File: src/rtl/iobuf_turnaround_ctrl.sv
// iobuf_turnaround_ctrl
//   Shares one WIDTH-bit bank of half-duplex tri-state pad buffers between a
//   write requester and a read requester. On every direction change it inserts
//   TA_CYCLES cycles with the bus released. When both sides request at once,
//   grants alternate round-robin.
//
// Ports
//   C, R              clock (rising edge) and synchronous active-high reset
//   WR_REQ/WR_DATA    write request (held until WR_ACK); data latched on grant
//   WR_ACK            one-cycle pulse in the last driven cycle
//   RD_REQ            read request (held until RD_ACK)
//   RD_ACK/RD_DATA    one-cycle pulse; RD_DATA holds the last captured pad value
//   PAD_I/PAD_T/PAD_O connect straight to the IOBUF I/T/O pins (T=1 releases)
//   BUSY              high whenever the sequencer is not idle
module iobuf_turnaround_ctrl #(
    parameter int WIDTH         = 8,
    parameter int TA_CYCLES     = 2,
    parameter int DRIVE_CYCLES  = 1,
    parameter int SAMPLE_CYCLES = 1
) (
    input  logic             C,
    input  logic             R,
    input  logic             WR_REQ,
    input  logic [WIDTH-1:0] WR_DATA,
    output logic             WR_ACK,
    input  logic             RD_REQ,
    output logic             RD_ACK,
    output logic [WIDTH-1:0] RD_DATA,
    output logic [WIDTH-1:0] PAD_I,
    output logic             PAD_T,
    input  logic [WIDTH-1:0] PAD_O,
    output logic             BUSY
);
    localparam int M1   = (TA_CYCLES > DRIVE_CYCLES) ? TA_CYCLES : DRIVE_CYCLES;
    localparam int MAXC = (M1 > SAMPLE_CYCLES) ? M1 : SAMPLE_CYCLES;
    localparam int CW   = (MAXC > 1) ? $clog2(MAXC + 1) : 1;

    typedef enum logic [1:0] {IDLE, TA, DRIVE, SAMPLE} state_t;
    typedef enum logic {DIR_READ = 1'b0, DIR_WRITE = 1'b1} dir_t;

    state_t          state, state_n;
    logic [CW-1:0]   cnt, cnt_n;      // cycles remaining in the current phase after this one
    dir_t            dir, dir_n;      // direction of the transaction in flight
    dir_t            last_dir, last_dir_n;
    dir_t            rr_next, rr_next_n;
    dir_t            gdir;
    logic            start;
    logic [WIDTH-1:0] pad_i_n, rd_data_n;
    logic            pad_t_n, wr_ack_n, rd_ack_n;

    always_comb begin
        state_n    = state;
        cnt_n      = cnt;
        dir_n      = dir;
        last_dir_n = last_dir;
        rr_next_n  = rr_next;
        pad_i_n    = PAD_I;
        rd_data_n  = RD_DATA;
        pad_t_n    = 1'b1;
        wr_ack_n   = 1'b0;
        rd_ack_n   = 1'b0;
        start      = 1'b0;
        gdir       = dir;

        case (state)
            IDLE: begin
                if (WR_REQ || RD_REQ) begin
                    if (WR_REQ && RD_REQ) gdir = rr_next;
                    else if (WR_REQ)      gdir = DIR_WRITE;
                    else                  gdir = DIR_READ;
                    rr_next_n = (gdir == DIR_WRITE) ? DIR_READ : DIR_WRITE;
                    dir_n     = gdir;
                    if (gdir == DIR_WRITE) pad_i_n = WR_DATA;
                    if (gdir != last_dir && TA_CYCLES > 0) begin
                        state_n = TA;
                        cnt_n   = CW'(TA_CYCLES - 1);
                    end else begin
                        start = 1'b1;
                    end
                end
            end
            TA: begin
                if (cnt == '0) start = 1'b1;
                else           cnt_n = cnt - CW'(1);
            end
            DRIVE: begin
                if (cnt == '0) begin
                    state_n    = IDLE;
                    last_dir_n = DIR_WRITE;
                end else begin
                    cnt_n    = cnt - CW'(1);
                    pad_t_n  = 1'b0;
                    wr_ack_n = (cnt == CW'(1));
                end
            end
            SAMPLE: begin
                if (cnt == '0) begin
                    state_n    = IDLE;
                    last_dir_n = DIR_READ;
                    rd_data_n  = PAD_O;
                    rd_ack_n   = 1'b1;
                end else begin
                    cnt_n = cnt - CW'(1);
                end
            end
            default: state_n = IDLE;
        endcase

        // Entry into the data phase, either straight from a grant or at the end of TA.
        // Write ack is registered alongside PAD_T so it lands in the last driven cycle.
        if (start) begin
            if (gdir == DIR_WRITE) begin
                state_n  = DRIVE;
                cnt_n    = CW'(DRIVE_CYCLES - 1);
                pad_t_n  = 1'b0;
                wr_ack_n = (DRIVE_CYCLES == 1);
            end else begin
                state_n = SAMPLE;
                cnt_n   = CW'(SAMPLE_CYCLES - 1);
            end
        end
    end

    always_ff @(posedge C) begin
        if (R) begin
            state    <= IDLE;
            cnt      <= '0;
            dir      <= DIR_READ;
            last_dir <= DIR_READ;
            rr_next  <= DIR_WRITE;
            PAD_I    <= '0;
            PAD_T    <= 1'b1;
            WR_ACK   <= 1'b0;
            RD_ACK   <= 1'b0;
            RD_DATA  <= '0;
            BUSY     <= 1'b0;
        end else begin
            state    <= state_n;
            cnt      <= cnt_n;
            dir      <= dir_n;
            last_dir <= last_dir_n;
            rr_next  <= rr_next_n;
            PAD_I    <= pad_i_n;
            PAD_T    <= pad_t_n;
            WR_ACK   <= wr_ack_n;
            RD_ACK   <= rd_ack_n;
            RD_DATA  <= rd_data_n;
            BUSY     <= (state_n != IDLE);
        end
    end
endmodule

File: config.mk
export PLATFORM = sky130hd
export DESIGN_NAME = iobuf_turnaround_ctrl
export DESIGN_NICKNAME = d
export VERILOG_FILES = /design/src/rtl/iobuf_turnaround_ctrl.sv
export SDC_FILE = /design/constraint.sdc
export NUM_CORES = 1
export LEC_CHECK = 0
export CAP_MARGIN = 5
export CORE_MARGIN = 4
export CORE_UTILIZATION = 40
export CTS_BUF_LIST = sky130_fd_sc_hd__clkbuf_16
export CTS_CLUSTER_SIZE = 24
export DETAILED_ROUTE_END_ITERATION = 8
export PLACE_DENSITY_LB_ADDON = 0.15
export SLEW_MARGIN = 10
export SYNTH_ARGS = -nofsm -noshare
export SYNTH_HDL_FRONTEND = slang
export SYNTH_SLANG_ARGS = --single-unit
File: constraint.sdc
create_clock -name C -period 1.35 [get_ports C]
set_input_delay 0.27 -clock C [delete_from_list [all_inputs] [get_ports C]]
set_output_delay 0.27 -clock C [all_outputs]
set_load 0.02 [all_outputs]
==> flow_metrics.py <==
metrics = {
    "timing": {
        "hold_viol": 0,
        "setup_ws_ns": 0.0319,
        "hold_slack_ns": 0.454,
        "drv_slew": 0,
        "max_freq_mhz": 759,
        "slew_headroom_pct": 78.2,
        "clock_skew_ns": 0.00340,
        "period_share_pct": 97.6,
        "period_minus_slack_ns": 1.32,
        "worst_slew_pin_slew_ns": 0.325,
        "finalSetupViolCount": 0,
        "rsz0062_at_grt": "true",
    },
    "grt": {
        "gr-total-overflow": 0,
        "grt_pass1_vias": 971,
        "grt_max_degree": 18,
        "grt_pass1_wl_um": 4150,
        "antenna_found_initial": 0,
        "track_usage_pct": 14.3,
    },
    "floorplanning": {
        "dieArea_um2": 3840,
        "initial_core_util_pct": 41.9,
        "die_y_um": 62.0,
        "coreArea_um2": 2780,
        "rows": 19,
        "pin_count": 40,
        "fp.dieW_um": 62.0,
    },
    "power": {
        "p_clk_share_pct": 20.0,
        "p_comb_share_pct": 46.2,
        "seqPwrFrac_pct": 33.8,
        "p_leak_uw": 0.000795,
        "max-vdd-ir-drop_mv": 1.28,
        "total_power_uw": 3290,
        "p_int_uw": 2150,
        "sw_frac_of_total_pct": 34.7,
        "pwr_density_cell_nw_per_um2": 1870,
        "power.switching_uw": 1140,
    },
    "placed_design": {
        "gp_congestion": 0.808,
        "place_hpwl_um": 2020,
        "io_buffers": 39,
        "pre_cts_ws_ns": -0.425,
        "place_inst": 194,
    },
    "logic_synthesis": {
        "avgSynthCellArea_um2": 9.64,
        "netlist_area_um2": 1170,
        "synthesis.nets": 143,
        "yosysSeqAreaShare_pct": 46.4,
        "synth_cells": 121,
        "synth_edf_count": 0,
        "ys.flop_type": "dfxtp_1",
        "synthDistinctLibCells": 36,
        "yosysWarnings": 0,
        "yosys_register_bits": 27,
        "ys_async_sr_fraction_pct": 0,
    },
    "worst_setup_path": {
        "path_max_fanout": 3,
        "worstSetupPathType": "flip-flop to flip-flop",
        "cp-end-kind": "flip-flop",
        "critPathArrivalTime_ns": 1.47,
        "cp-start-kind": "flip-flop",
        "critPathRequiredTime_ns": 1.50,
    },
    "cts": {
        "clockRootBuffer": "clkbuf_16",
        "clock-sinks": 27,
        "clkTransAtPathRegs_ns": 0.06,
        "clock_latency_ns": 0.25,
        "cts_buffers": 3,
        "cts_max_level": 1,
        "clock_path_buffers": 2,
        "cts_tree": "yes",
    },
    "routing": {
        "ant_nets": 0,
        "wire_per_inst_um": 12.8,
        "dr.pass1.iters": 4,
        "drt_iter0_markers": 26,
        "routed_wl_um": 2590,
        "drc": 0,
        "vias": 1021,
        "vias_per_cell": 5.03,
    },
    "finish": {
        "n_fill_cell": 241,
        "syn_to_final_growth_pct": 50.5,
        "final_nets": 195,
        "diodes": 0,
        "final_cell_mix": "21 x dfxtp_1, 21 x nand2_1, 21 x dlygate4sd2_1",
        "instances_no_fill": 203,
        "drive_above_1_share_pct": 25.0,
    },
    "worst_hold_path": {
        "worstHoldPathType": "flip-flop to flip-flop",
    },
    "run": {
        "cap_violations": 0,
    },
    "outcome": {
        "status": "completed",
    },
}
==> power by group through the flow <==
stage | Combinational [uW] | Sequential, uW | Clock (uW)
CTS | 1360 | 1100 | 685
finish | 1520 | 1110 | 656
global route | 1650 | 1130 | 724
detailed placement | 1420 | 1120 | 0
floorplan | 903 | 1210 | 0
global placement | 1390 | 1110 | 0
==> through the flow <==
| stage | setup TNS (ns) | area (um^2) | util [%] |
|---|---|---|---|
| finish | 0 | 1760 | 63.1 |
| floorplan | 0 | 1180 | - |
| global route | -0.0440 | 1760 | 63.1 |
| CTS | 0 | 1690 | 60.7 |
| detailed placement | -5.72 | 1630 | 58.5 |
| global placement | -5.12 | 1630 | 58.5 |
==> area by class of cell <==
type	count	area [um^2]	share of cell area [%]
Multi-Input combinational cell	85	599	34.1
Sequential cell	27	551	31.4
Timing Repair Buffer	54	474	27.0
Clock buffer	3	75.1	4.28
Tap cell	31	38.8	2.21
Inverter	2	10.0	0.570
Clock inverter	1	7.51	0.428
==> final timing paths <==
kind,startpoint,to,slack [ns],cells after the start
worst max-delay path,state[0]$_SDFF_PP0_,WR_ACK$_SDFF_PP0_,0.03,4
worst min-delay path,RD_DATA[5]$_SDFFE_PP0P_,RD_DATA[5]$_SDFFE_PP0P_,0.45,2
worst max register to register,state[0]$_SDFF_PP0_,WR_ACK$_SDFF_PP0_,0.03,4
worst min register to register,RD_DATA[5]$_SDFFE_PP0P_,RD_DATA[5]$_SDFFE_PP0P_,0.45,2
==> cell families (layout without fill, tap and decap cells) <==
kind of cell,count (synthesis),after routing,synth area share (%)
simple gates,50,50,21.6
mux,9,9,8.15
flops,27,27,46.4
compound gates,24,24,15.9
fa+ha+maj,2,2,2.15
buf+inv,9,60,5.90
==> cells in the mapped netlist, types with 2 or more instances <==
cell type / count / area (um^2)
nor2_1: 13 / 48.8
nor3_1: 2 / 10.0
mux2i_1: 8 / 80.1
nand2b_1: 2 / 12.5
dfxtp_1: 27 / 541
ha_1: 2 / 25.0
clkbuf_1: 3 / 11.3
nand2_1: 21 / 78.8
buf_6: 2 / 22.5
a21oi_1: 13 / 65.1
inv_1: 2 / 7.51
clkbuf_8: 2 / 27.5
==> state kept, by name (all words and copies together), names as in the netlist <==
signal    cells
BUSY          1
PAD_I         8
PAD_T         1
RD_ACK        1
RD_DATA       8
WR_ACK        1
cnt           2
dir           1
last_dir      1
rr_next       1
state         2
==> layer usage <==
layer | wire length (um) | vias up | global-route usage (%)
li1 | - | 522 | -
met1 | 1170 | 470 | 18.8
met2 | 1320 | 27 | 24.0
met3 | 95 | 2 | 2.07
met4 | 11 | 0 | 4.55
met5 | 0 | - | 0
==> worst max-delay path, cell delays in order, from the launching register on <==
cell and delay [ns]:
dfxtp_4 0.36, or3b_4 0.38, a32oi_2 0.23, nor2_2 0.08, a21o_1 0.16
==> what timing repair did <==
action,4_1_cts,5_1_grt
buffers inserted,0,5
pin swaps,0,5
gates resized for setup,23,11
hold buffers,0,0
setup endpoints to repair,35,15
(Power assumes the default switching activity.)
